`src/rtl/serial_adder_pkg.sv`:
```
// Shared constants for the bit-serial adder: FSM encodings and default width.
package serial_adder_pkg;

  localparam int unsigned SA_WIDTH_DEF = 8;

  localparam logic [1:0] ST_IDLE = 2'd0;
  localparam logic [1:0] ST_RUN  = 2'd1;
  localparam logic [1:0] ST_DONE = 2'd2;

endpackage

```
`src/rtl/full_adder_rtl.sv`:
```
// 1-bit full-adder cell; the single combinational bit-slice of serial_adder.
module full_adder_rtl (
  input  logic a,
  input  logic b,
  input  logic carry,
  output logic sum,
  output logic carryout
);

  assign sum      = a ^ b ^ carry;
  assign carryout = (a & b) | (carry & (a ^ b));

endmodule

```
`src/rtl/serial_adder.sv`:
```
// Bit-serial WIDTH-bit adder: LSB-first through one full-adder cell, carry held in a flop.
// Define SERIAL_ADDER_OVF_EN to add the registered signed-overflow output ovf.
module serial_adder
  import serial_adder_pkg::*;
#(
  parameter int unsigned WIDTH = SA_WIDTH_DEF
) (
  input  logic             clk,
  input  logic             rst_n,
  input  logic             start,
  input  logic [WIDTH-1:0] a,
  input  logic [WIDTH-1:0] b,
  input  logic             cin,
  output logic             busy,
  output logic             done,
  output logic [WIDTH-1:0] sum,
  output logic             cout
`ifdef SERIAL_ADDER_OVF_EN
  ,
  output logic             ovf
`endif
);

  localparam int unsigned CW = $clog2(WIDTH) + 1;

  logic [1:0]       state;
  logic [WIDTH-1:0] a_sh;
  logic [WIDTH-1:0] b_sh;
  logic [WIDTH-1:0] r_sh;
  logic [WIDTH-1:0] r_next;
  logic             carry;
  logic [CW-1:0]    cnt;
  logic             fa_s;
  logic             fa_c;
  logic             last;

  full_adder_rtl u_fa (
    .a        (a_sh[0]),
    .b        (b_sh[0]),
    .carry    (carry),
    .sum      (fa_s),
    .carryout (fa_c)
  );

  assign r_next = {fa_s, r_sh[WIDTH-1:1]};
  assign last   = (cnt == CW'(WIDTH - 1));
  assign busy   = (state == ST_RUN);
  assign done   = (state == ST_DONE);

  // Outputs load from the shift/carry next-values so they land on the same edge as DONE entry.
  always_ff @(posedge clk or negedge rst_n) begin
    if (!rst_n) begin
      state <= ST_IDLE;
      a_sh  <= '0;
      b_sh  <= '0;
      r_sh  <= '0;
      carry <= 1'b0;
      cnt   <= '0;
      sum   <= '0;
      cout  <= 1'b0;
`ifdef SERIAL_ADDER_OVF_EN
      ovf   <= 1'b0;
`endif
    end else begin
      case (state)
        ST_IDLE: begin
          if (start) begin
            a_sh  <= a;
            b_sh  <= b;
            carry <= cin;
            cnt   <= '0;
            state <= ST_RUN;
          end
        end
        ST_RUN: begin
          a_sh  <= a_sh >> 1;
          b_sh  <= b_sh >> 1;
          r_sh  <= r_next;
          carry <= fa_c;
          cnt   <= cnt + CW'(1);
          if (last) begin
            sum   <= r_next;
            cout  <= fa_c;
`ifdef SERIAL_ADDER_OVF_EN
            // carry still holds the carry into the MSB during the final RUN cycle
            ovf   <= carry ^ fa_c;
`endif
            state <= ST_DONE;
          end
        end
        ST_DONE: state <= ST_IDLE;
        default: state <= ST_IDLE;
      endcase
    end
  end

endmodule

```
`config.mk`:
```
export PLATFORM = sky130hd
export DESIGN_NAME = serial_adder
export DESIGN_NICKNAME = d
export VERILOG_FILES = /design/src/rtl/serial_adder_pkg.sv /design/src/rtl/full_adder_rtl.sv /design/src/rtl/serial_adder.sv
export SDC_FILE = /design/constraint.sdc
export NUM_CORES = 1
export LEC_CHECK = 0
export CELL_PAD_IN_SITES_DETAIL_PLACEMENT = 1
export CELL_PAD_IN_SITES_GLOBAL_PLACEMENT = 2
export CORE_UTILIZATION = 35
export DETAILED_ROUTE_END_ITERATION = 10
export GPL_TIMING_DRIVEN = 0
export PLACE_DENSITY = 0.82
export SLEW_MARGIN = 20
export SYNTH_ARGS = -nofsm -noshare
export SYNTH_HDL_FRONTEND = slang
export SYNTH_HIERARCHICAL = 1
export SYNTH_SLANG_ARGS = --single-unit
```
`constraint.sdc`:
```
create_clock -name clk -period 2.15 [get_ports clk]
set_input_delay 0.215 -clock clk [delete_from_list [all_inputs] [get_ports clk]]
set_output_delay 0.215 -clock clk [all_outputs]
set_load 0.01 [all_outputs]
```
==> results.cfg <==
[grt]
grt-ovfl-total = 0
track_usage_pct = 17.5
grt_pass1_wl_mm = 7.06
grt_pass1_vias = 1443
grt_start_max_net_pins = 26
antenna_found_initial = 0

[sta]
finClkSkew_ns = 0.0110
period_needed_ns = 1.97
tns_ns = 0
worst_pin_slew_ns = 0.694
fmax_mhz = 509
timing.final.hold_violations = 0
setup_viol = 0
timing.final.crit_share_pct = 91.4
rsz0062_at_grt = false
final.setup.worst_slack_ns = 0.184
hold_ws_ns = 0.408
slew_headroom_pct = 53.7
slew_viol_final = 0

[final_layout]
utilization_pct = 47.1
drive_gt1_share_pct = 13.3
num_antenna_cells = 0
final_net_count = 225
layout.cells.non_filler = 270
area_growth_syn_to_layout_pct = 29.5
postLayoutCellArea_um2 = 2240

[placed_design]
place_ws_ns = 0.00781
hpwl_mm = 3.03
place_area_um2 = 2140
gp_congestion = 0.761
portBuffers = 30
place_inst = 263

[routing]
first_pass_iters = 4
num_vias = 1371
ant_nets = 0
via_per_inst = 5.08
drcViolationCount = 0
wl_per_cell_um = 15.2
wl_mm = 4.11
drt_iter0_drc = 63

[die]
pin_count = 31
die_area_um2 = 5230
coreArea_um2 = 4750
rows = 25
die_h_um = 72.3
die_w_um = 72.3
initial_core_util_pct = 36.4

[logic_synthesis]
synthCells = 165
syn_nets = 187
ys_seq_area_share_pct = 56.4
yosysTopAreaCellShare_pct = 56.4
ys.flop_type = dfrtp_1
synth-edff-count = 0
yosys-top-cells-area = dfrtp_1, mux2_2, nand2_1
synthesis.area_per_instance_um2 = 10.5
ys_types = 20
ys_warn_count = 6
syn_area_um2 = 1730
yosysTopAreaCell = dfrtp_1
async_flop_share_pct = 100
ys_ff_latch = 39

[worst_hold_path]
hp-class = input pin to async pin

[clock_network]
clk_pin_slew_ns = 0.07
ctsHtreeMaxLevel = 2
cts_made_buffers = 5
clock_sink_count = 39
root_buffer = clkbuf_8
clkLatencyLatePin_ns = 0.28
clock_path_buffers = 2
cts_tree = built
postCtsSetupBuffers = 0

[worst_setup_path]
rr_endpoint = cout
crit_start = state[1]
cp-end-kind = primary output
critical_path_class = flop to primary output
r2r-start = cnt[0]
path_max_fanout = 19
critical_path_required_ns = 1.93
rrSetupSlack_ns = 0.49
cp.arrival_ns = 1.75
endpoint = done
cp-start-kind = flop
rr_worst_depth = 4

[pwr]
power.leakage_nw = 0.973
totalPowerFinal_mw = 2.94
ir_worst_vdd_v = 0.000641
power_density_nw_per_um2 = 1310

[run_status]
status = completed

[flow_run]
cap_violations = 0
## layout by cell type, fill, tap and decap left out, drive strengths merged
master	count
and3b	1
nand2	30
a22oi	14
dlymetal6s2s	1
clkdlybuf4s50	28
o21ai	18
nand3	2
clkbuf	10
ha	1
a21oi	15
mux2	10
nor2b	16
dfrtp	39
o21bai	1
fa	1
o311ai	1
buf	6
nor2	2
a22o	2
dlygate4sd3	1
nor3	1
clkinv	1
inv	1
nand2b	1
## worst max-delay path: stages, from the launching register on
cell and delay, ns:
dfrtp_1 0.40, clkbuf_2 0.35, nor2b_1 0.18, clkdlybuf4s50_1 0.54
## area by class of cell
| type | count | area, um^2 |
|---|---|---|
| well taps | 67 | 83.8 |
| multi-input cells | 116 | 711 |
| repair buffers | 32 | 335 |
| plain buffers | 8 | 42.5 |
| flip-flops and latches | 39 | 977 |
| clock buffers | 6 | 82.6 |
| clock inverters | 1 | 5.00 |
| inverters | 1 | 3.75 |
| fillers | 545 | 2510 |
## kinds of logic after synthesis
kind of cell	share of synthesized area, %
multiplexers	6.51
flip-flops	56.4
AND/OR/NAND/NOR	15.1
adder cells (fa/ha/maj)	1.88
buffers and inverters	2.53
AO/OA/AOI/OAI	17.6
## state kept, by name, indices dropped and copies added (netlist names)
| signal | cells |
|---|---|
| b_sh | 8 |
| cout | 1 |
| state | 2 |
| cnt | 4 |
| r_sh | 7 |
| carry | 1 |
| a_sh | 8 |
| sum | 8 |
## synthesized netlist by cell type (2+ instances only)
library cell	number
a21oi_1	15
a22o_1	2
a22oi_1	14
buf_2	5
clkbuf_1	4
dfrtp_1	39
mux2_2	10
nand2_1	30
nand3_1	2
nor2_1	2
nor2b_1	16
o21ai_0	18
## report_power, final
| part | total, mW | internal (mW) | switching (mW) |
|---|---|---|---|
| clock | 0.491 | 0.252 | 0.239 |
| sequential | 1.26 | 1.04 | 0.226 |
| combinational | 1.19 | 0.571 | 0.615 |
## worst min-delay path by stage
stage,endpoint,depth (start not counted),from
floorplan,a_sh[0],0,rst_n
global placement,r_sh[1],2,r_sh[1]
detailed placement,b_sh[6],1,rst_n
CTS,a_sh[1],2,rst_n
global route,a_sh[1],2,rst_n
finish,b_sh[6],2,rst_n
## timing repair
action	CTS	global route
hold buffers	1	0
endpoints found under the hold margin	14	0
cloned	0	0
resized for setup	4	2
setup endpoints to repair	2	2
## per-layer routing
layer | track usage, % | vias up | share of wire, %
li1 | - | 649 | -
met1 | 23.5 | 701 | 48
met2 | 29.6 | 19 | 50
met3 | 3.33 | 2 | 2.3
met4 | 3.92 | 0 | 0.32
met5 | 0 | - | 0
Power figures use the tool's default switching activity.
